[src/rtl/bp_cac_coh_link_arbiter.sv]
// ---------------------------------------------------------------------------
// bp_cac_coh_link_arbiter
//
// Wormhole-aware round-robin arbiter that merges num_req_p coherence flit
// sources onto one ready-and NoC link. A grant is taken on a header flit and
// held until the last body flit of that packet is accepted, so packets from
// different sources never interleave. The selected flit is passed through
// combinationally: there is no buffering and no added latency.
//
// Optional feature (compile-time macro):
//   BP_CAC_ARB_STATS_EN  - when defined, pkt_count_o is a 32-bit wrapping
//                          count of completed packets; otherwise it is tied
//                          to zero and no counter state exists.
//
// Ports:
//   coh_clk_i    in   1                       clock
//   coh_reset_i  in   1                       synchronous, active-high reset
//   v_i          in   num_req_p               per-requester flit valid
//   data_i       in   num_req_p*flit_width_p  per-requester flit (req i at
//                                             [i*flit_width_p +: flit_width_p])
//   ready_and_o  out  num_req_p               per-requester ready (ready-and)
//   v_o          out  1                       link flit valid
//   data_o       out  flit_width_p            link flit
//   ready_and_i  in   1                       link ready
//   grant_o      out  num_req_p               one-hot current grant, 0 if none
//   locked_o     out  1                       high while mid-packet
//   pkt_count_o  out  32                      completed packet count
// ---------------------------------------------------------------------------
module bp_cac_coh_link_arbiter #(
    parameter int unsigned num_req_p    = 4,
    parameter int unsigned flit_width_p = 64,
    parameter int unsigned len_width_p  = 4,
    parameter int unsigned len_lsb_p    = 8
) (
    input  logic                              coh_clk_i,
    input  logic                              coh_reset_i,
    input  logic [num_req_p-1:0]              v_i,
    input  logic [num_req_p*flit_width_p-1:0] data_i,
    output logic [num_req_p-1:0]              ready_and_o,
    output logic                              v_o,
    output logic [flit_width_p-1:0]           data_o,
    input  logic                              ready_and_i,
    output logic [num_req_p-1:0]              grant_o,
    output logic                              locked_o,
    output logic [31:0]                       pkt_count_o
);

    localparam int unsigned owner_w_lp = (num_req_p > 1) ? $clog2(num_req_p) : 1;

    typedef enum logic {
        e_idle,
        e_locked
    } state_e;

    state_e                  state_r, state_n;
    logic [owner_w_lp-1:0]   owner_r, owner_n;
    logic [owner_w_lp-1:0]   last_r,  last_n;
    logic [len_width_p-1:0]  cnt_r,   cnt_n;

    logic [owner_w_lp-1:0]   cand;
    logic [owner_w_lp-1:0]   winner;
    logic                    found;
    logic [owner_w_lp-1:0]   sel;
    logic                    sel_any;
    logic                    sel_v;
    logic                    hs;
    logic [len_width_p-1:0]  hdr_len;

    // Round-robin scan starting just after the last packet-completing
    // requester; the first valid one found wins.
    always_comb begin
        found  = 1'b0;
        winner = '0;
        cand   = '0;
        for (int unsigned i = 1; i <= num_req_p; i++) begin
            cand = owner_w_lp'((32'(last_r) + i) % num_req_p);
            if (!found && v_i[cand]) begin
                found  = 1'b1;
                winner = cand;
            end
        end
    end

    // Output mux: while locked the owner keeps the link even when it bubbles.
    always_comb begin
        sel         = (state_r == e_locked) ? owner_r : winner;
        sel_any     = (state_r == e_locked) ? 1'b1 : found;
        sel_v       = v_i[sel];
        v_o         = 1'b0;
        data_o      = '0;
        grant_o     = '0;
        ready_and_o = '0;
        if (!coh_reset_i && sel_any) begin
            grant_o[sel]     = 1'b1;
            ready_and_o[sel] = ready_and_i;
            v_o              = sel_v;
            if (sel_v) begin
                data_o = data_i[32'(sel)*flit_width_p +: flit_width_p];
            end
        end
        locked_o = !coh_reset_i && (state_r == e_locked);
    end

    assign hs      = v_o & ready_and_i;
    assign hdr_len = data_o[len_lsb_p +: len_width_p];

    always_comb begin
        state_n = state_r;
        owner_n = owner_r;
        cnt_n   = cnt_r;
        last_n  = last_r;
        if (hs) begin
            case (state_r)
                e_idle: begin
                    if (hdr_len == '0) begin
                        last_n = winner;
                    end else begin
                        owner_n = winner;
                        cnt_n   = hdr_len;
                        state_n = e_locked;
                    end
                end
                e_locked: begin
                    // cnt_r is always >= 1 here, so no underflow.
                    cnt_n = cnt_r - 1'b1;
                    if (cnt_r == len_width_p'(1)) begin
                        last_n  = owner_r;
                        state_n = e_idle;
                    end
                end
                default: state_n = e_idle;
            endcase
        end
    end

    always_ff @(posedge coh_clk_i) begin
        if (coh_reset_i) begin
            state_r <= e_idle;
            owner_r <= '0;
            cnt_r   <= '0;
            last_r  <= owner_w_lp'(num_req_p - 1);
        end else begin
            state_r <= state_n;
            owner_r <= owner_n;
            cnt_r   <= cnt_n;
            last_r  <= last_n;
        end
    end

`ifdef BP_CAC_ARB_STATS_EN
    logic        pkt_done;
    logic [31:0] pkt_count_r;

    // A packet completes on a zero-length header or on the tail body flit.
    always_comb begin
        pkt_done = 1'b0;
        if (hs) begin
            if (state_r == e_idle) begin
                pkt_done = (hdr_len == '0);
            end else begin
                pkt_done = (cnt_r == len_width_p'(1));
            end
        end
    end

    always_ff @(posedge coh_clk_i) begin
        if (coh_reset_i) begin
            pkt_count_r <= '0;
        end else if (pkt_done) begin
            pkt_count_r <= pkt_count_r + 32'd1;
        end
    end

    assign pkt_count_o = pkt_count_r;
`else
    assign pkt_count_o = '0;
`endif

endmodule

[config.mk]
export PLATFORM = sky130hd
export DESIGN_NAME = bp_cac_coh_link_arbiter
export DESIGN_NICKNAME = d
export VERILOG_FILES = /design/src/rtl/bp_cac_coh_link_arbiter.sv
export SDC_FILE = /design/constraint.sdc
export NUM_CORES = 1
export LEC_CHECK = 0
export BUFFER_PORTS_ARGS = -buffer_cell sky130_fd_sc_hd__buf_2
export CAP_MARGIN = 25
export CORE_AREA = 2 2 145 147
export CTS_BUF_LIST = sky130_fd_sc_hd__clkbuf_8
export DETAILED_ROUTE_END_ITERATION = 8
export DIE_AREA = 0 0 147 149
export GPL_ROUTABILITY_DRIVEN = 0
export PLACE_DENSITY = 0.41
export SETUP_SLACK_MARGIN = 0.4
export SYNTH_ARGS = -nofsm -noshare
export SYNTH_HDL_FRONTEND = slang
export SYNTH_SLANG_ARGS = --single-unit
[constraint.sdc]
create_clock -name coh_clk_i -period 6.1 [get_ports coh_clk_i]
set_clock_uncertainty 0.15 [all_clocks]
set_input_delay 0.61 -clock coh_clk_i [delete_from_list [all_inputs] [get_ports coh_clk_i]]
set_output_delay 0.61 -clock coh_clk_i [all_outputs]
set_load 0.05 [all_outputs]
==> flow_metrics.tcl, run 1 <==
set metrics [dict create \
    status "finished clean" \
    syn_area_per_cell_um2 6.83 \
    fmax_ghz 0.240 \
    coreArea_um2 20600 \
    root_buffer "clkbuf_8" \
    antenna_found_initial 1 \
    p_leak_nw 2.28 \
    cp_max_fo 43 \
    cts_sinks 9 \
    required_ps 5340 \
    initial_utilization_pct 12.9 \
    die_width_um 147 \
    rsz0062_at_grt "no" \
    finalHoldViolations 0 \
    grt_max_degree 44 \
    cts_tree "yes" \
    rr_startpoint "state_r$_SDFFE_PP0P_" \
    cp_cell_sequence "inv_2, o31ai_4, buf_4, a22oi_1, a21oi_1, buf_2" \
    relSlewSlack_pct 39.4 \
    period_needed_ps 4170 \
    holdPathStages 2 \
    placedCellCount 965 \
    post_cts_buffers 0 \
    crit_path_end_kind "primary output" \
    worst_path_max_delay_cell "o31ai_4" \
    final_antenna_net_count 0 \
    cts_hold_buf 0 \
    areaGrowthSynthToFinish_pct 71.2 \
    drt_iter0_drc 288 \
    cp.depth 6 \
    grt_overflow 0 \
    final-setup-viol-count 0 \
    grt_usage_pct 12.8 \
    avgRoutedWirePerCell_um 16.2 \
    whs_ps 359 \
    hold_path.class "flop to flop" \
    cts_buffers 3 \
    cap_violations 0 \
    async_flop_share_pct 0 \
    yosys_register_bits 9 \
    grt_pass1_wl_um 22400 \
    slowest_delay_ps 810 \
    worst-r2r-setup-slack_ps 3300 \
    critPathArrivalTime_ps 3410 \
    drv_slew 0 \
    fin_crit_sh_pct 68.3 \
    fin_nets 960 \
    startpoint_type "flop" \
    p_total_mw 0.818 \
    io_buffers 336 \
    stdcell_count 969 \
    first_pass_iters 5 \
    synth_edf_count 0 \
    io_pins 369 \
    num_antenna_cells 0 \
    vias 4276 \
    power_density_nw_per_um2 180 \
    syn_inst 388 \
    cts_max_level 1 \
    worstHoldStart "cnt_r[3]$_SDFFE_PP0P_" \
    dieHeight_um 149 \
    crit_family "buffers and inverters" \
    cts_resized 0 \
    synth_cell_types 44 \
    ctsLongestPathBuffers 2 \
    fp.dieArea_um2 21900 \
    seq_area_frac_synth_pct 6.80 \
    worst_r2r_path_depth 7 \
    vdd_drop_max_v 0.0000675 \
    critPathKind "flop to primary output" \
    crit_buf_inv 3 \
    hpwl_um 12500 \
    drt_wl_total_um 15700 \
    yosys_warnings 0 \
    synthFlopType "dfxtp_1" \
    crit_path_start "state_r$_SDFFE_PP0P_" \
    routed_via_density 4.41 \
    syn_area_um2 2650 \
    grt_pass1_vias 3907 \
    worstMarginPinSlew_ps 909 \
    rows 53 \
    fin_setup_tns_ps 0 \
    drc 0 \
    worstSkewPairLatency_ps 240 \
    clk_pin_slew_ps 50 \
    drive_above_1_share_pct 52.4 \
]
==> logic make-up (layout without fill, tap and decap cells) <==
group,Yosys count,count (layout),synth area share [%]
AO/OA/AOI/OAI,229,229,58.5
buffers and inverters,86,361,17.4
AND/OR/NAND/NOR,51,51,9.96
multiplexers,10,10,6.23
flip-flops,9,9,6.80
adder cells (fa/ha/maj),2,2,0.944
other,1,32,0.141
==> per-layer routing <==
layer | routed length (um) | part of all wire, % | global-route usage, %
met1 | 6650 | 42 | 17.3
met2 | 8010 | 51 | 22.9
met3 | 912 | 5.8 | 1.50
met4 | 82 | 0.52 | 1.30
met5 | 11 | 0.070 | 0
==> per-stage QoR <==
stage	cell area [um2]	utilization, %	setup slack (ps)
after global placement	4490	21.9	2080
after floorplan	2770	-	2410
after global routing	4540	22.1	1660
after detailed placement	4490	21.9	2030
after CTS	4540	22.1	1880
final	4540	22.1	1930
==> where the power goes <==
part | internal [mW] | leakage (nW) | switching, mW
registers | 0.0641 | 0.0737 | 0.00996
logic | 0.203 | 2.18 | 0.473
clock network | 0.0439 | 0.0269 | 0.0246
==> sequential cells by signal (all words and copies together), names as in the netlist <==
signal,flops
owner_r,2
last_r,2
state_r,1
cnt_r,4
==> synthesized netlist by cell type, drive strengths merged, types with 4 or more instances <==
| cell type | instances | share of area, % |
|---|---|---|
| a21oi | 70 | 13 |
| a22oi | 123 | 35 |
| and2 | 6 | 1.4 |
| buf | 42 | 11 |
| clkbuf | 31 | 4.4 |
| dfxtp | 9 | 6.8 |
| inv | 13 | 1.8 |
| mux4 | 5 | 4.2 |
| nand2 | 6 | 0.85 |
| nand3 | 4 | 0.76 |
| nor2 | 17 | 2.4 |
| nor2b | 7 | 1.7 |
| nor3 | 4 | 0.76 |
| o211ai | 4 | 1.1 |
| o21ai | 12 | 2.3 |
==> placed cells by master, fill, tap and decap left out, types with 2 or more instances in the layout <==
master     count
buf_2        336
a22oi_1      122
a21oi_1       70
conb_1        32
nor2_1        17
inv_1         12
dfxtp_1        9
nor2b_1        7
buf_4          7
nand2_1        6
and2_1         6
o21ai_0        6
o21ai_1        5
mux4_2         5
nand3_1        4
nor3_1         4
o211ai_1       4
mux2i_1        3
clkbuf_8       3
nand2b_1       2
o2bb2ai_1      2
a32o_2         2
inv_2          2
nor4_1         2
o31ai_4        2
a22o_1         2
a221o_1        2
mux2_1         2
ha_1           2
==> worst paths after layout <==
check / endpoint
worst max register to register: last_r[0]$_SDFFE_PP1P_
worst min register to register: cnt_r[3]$_SDFFE_PP0P_
worst min-delay path: cnt_r[3]$_SDFFE_PP0P_
worst max-delay path: data_o[27]
==> worst min-delay path: stages, from the launching register on <==
cell and delay (ps):
dfxtp_1 310, inv_1 60, o32ai_1 80
==> area by class of cell <==
| type | instances | area [um2] |
|---|---|---|
| Timing Repair Buffer | 344 | 1750 |
| Tap cell | 275 | 344 |
| Fill cell | 2387 | 16000 |
| Clock inverter | 1 | 3.75 |
| Clock buffer | 3 | 41.3 |
| Multi-Input combinational cell | 324 | 2170 |
| Inverter | 13 | 48.8 |
| Sequential cell | 9 | 180 |
Power figures use the tool's default switching activity.
==> run 2: changes to the inputs <==
Settings changed: CORE_AREA 2 2 145 147 to 2 2 144 146, DIE_AREA 0 0 147 149 to 0 0 146 148, PLACE_DENSITY 0.41 to 0.43.
Clock period 6.1 ns to 3.42 ns, I/O delays scaled along.
==> run 2 against run 1 <==
  * Register-to-register slack worse by 2500 ps
  * Critical endpoint is now data_o[4]
  * Critical path type unchanged
  * Highest routed layer is now met4
  * Combinational power is 110% higher
  * Utilization is 3.7 points higher
  * Largest cell class unchanged
==> flow_metrics.tcl, run 2 (synthesis gave the netlist of run 1 again) <==
set metrics [dict create \
    status "finished clean" \
    slowest_delay_ps 370 \
    startpoint_type "flop" \
    power_density_nw_per_um2 325 \
    place_ws_ps 329 \
    layout_common_cells "buf_2, a22oi_1, a21oi_2" \
    cp-endpoint "data_o[4]" \
    die_width_um 146 \
    cts_tree "yes" \
    p_leak_nw 2.42 \
    regMostFlops "cnt_r" \
    rr_startpoint "last_r[1]$_SDFFE_PP1P_" \
    cts_max_level 1 \
    io_pins 369 \
    io_buffers 336 \
    period_needed_ps 2920 \
    final_common_cell "buf_2" \
    drive_above_1_share_pct 63.2 \
    cp_max_fo 7 \
    finalHoldViolations 0 \
    crit_path_end_kind "primary output" \
    reg.largest.list "cnt_r (4), last_r (2), owner_r (2)" \
    largest_register_ffs 4 \
    hold_path.class "input port to flop" \
    worst-r2r-setup-slack_ps 770 \
    fin_ws_ps 502 \
    drt_wl_total_um 17100 \
    root_buffer "clkbuf_8" \
    cts_sinks 9 \
    hpwl_um 13200 \
    num_antenna_cells 0 \
    grt_pass1_vias 4115 \
    ctsLongestPathBuffers 2 \
    rows 52 \
    areaGrowthSynthToFinish_pct 94.9 \
    worst_path_max_delay_cell "dfxtp_2" \
    avgRoutedWirePerCell_um 17.5 \
    cap_violations 0 \
    vias 4406 \
    fin_nets 973 \
    dieHeight_um 148 \
    grt_usage_pct 13.8 \
    crit_top_cell "buf_4" \
    critPathArrivalTime_ps 2430 \
    rsz0062_at_grt "no" \
    relSlewSlack_pct 64.8 \
    drv_slew 0 \
    worstSkewPairLatency_ps 240 \
    final-setup-viol-count 0 \
    first_pass_iters 5 \
    worstMarginPinSlew_ps 527 \
    r2r_end "last_r[0]$_SDFFE_PP1P_" \
    antenna_found_initial 0 \
    grt_max_degree 45 \
    cts_buffers 3 \
    crit_family "compound AO/OA/AOI/OAI gates" \
    fin_crit_sh_pct 85.3 \
    coreArea_um2 20000 \
    worst_r2r_path_depth 8 \
    worstHoldStart "coh_reset_i" \
    grt_overflow 0 \
    clk_pin_slew_ps 50 \
    fmax_ghz 0.343 \
    critPathKind "flop to primary output" \
    grt_pass1_wl_um 23900 \
    crit_buf_inv 4 \
    initial_utilization_pct 13.2 \
    required_ps 2930 \
    crit_path_start "last_r[1]$_SDFFE_PP1P_" \
    drt_iter0_drc 290 \
    vdd_drop_max_v 0.000142 \
    drc 0 \
    cp.depth 10 \
    cp_cell_sequence "mux2i_1, a2bb2oi_2, o21ai_2, buf_4, a32o_2, buf_12, buf_4, a22oi_1, a21oi_2, buf_2" \
    final_antenna_net_count 0 \
    fp.dieArea_um2 21600 \
    routed_via_density 4.51 \
    fin_setup_tns_ps 0 \
]
run 2: cell type report:
type	instances	area, um2
Sequential cell	9	183
Multi-Input combinational cell	324	2420
Inverter	13	48.8
Fill cell	2271	14900
Clock inverter	1	5.00
Clock buffer	3	41.3
Tap cell	270	338
Timing Repair Buffer	357	2130
run 2: power by group:
| group | switching [mW] | internal (mW) |
|---|---|---|
| logic | 0.936 | 0.486 |
| registers | 0.0126 | 0.114 |
| clock network | 0.0498 | 0.0801 |
| total | 0.998 | 0.681 |
run 2: worst register-to-register path, cell delays in order (launching register included):
cell and delay [ps]:
dfxtp_2 370, mux2i_1 230, a2bb2oi_2 200, o21a_4 240, mux2i_1 270, a221o_1 310, and4_4 310, o21ai_1 100
a221o_1 360
run 2: metrics by stage:
stage	total power [mW]	utilization, %	instance area, um2	hold WS [ps]	cells
after detailed placement	1.47	24.3	4880	344	968
after floorplan	1.06	-	2990	323	419
after global placement	1.47	24.3	4880	341	968
after global routing	1.78	25.8	5170	316	977
final	1.68	25.8	5170	287	977
after CTS	1.65	25.2	5050	287	973
run 2: how the worst min path moves through the flow:
stage | end | slack, ps | cells past startpoint
finish | owner_r[1]$_SDFFE_PP0P_ | 290 | 2
global route | owner_r[1]$_SDFFE_PP0P_ | 320 | 2
CTS | owner_r[1]$_SDFFE_PP0P_ | 290 | 2
detailed placement | cnt_r[3]$_SDFFE_PP0P_ | 340 | 2
global placement | cnt_r[3]$_SDFFE_PP0P_ | 340 | 2
floorplan | cnt_r[3]$_SDFFE_PP0P_ | 320 | 2
run 2: metal layers:
layer	track usage (%)	share of wire (%)
met1	18.7	42
met5	0	0
met4	0.728	0.51
met3	2.56	7.8
met2	23.9	49
run 2: repair_timing:
item	4_1_cts	5_1_grt
setup endpoints to repair	57	60
gates resized for setup	36	14
cloned	1	2
buffers inserted	0	2
hold buffers	0	0
pin swaps	0	4
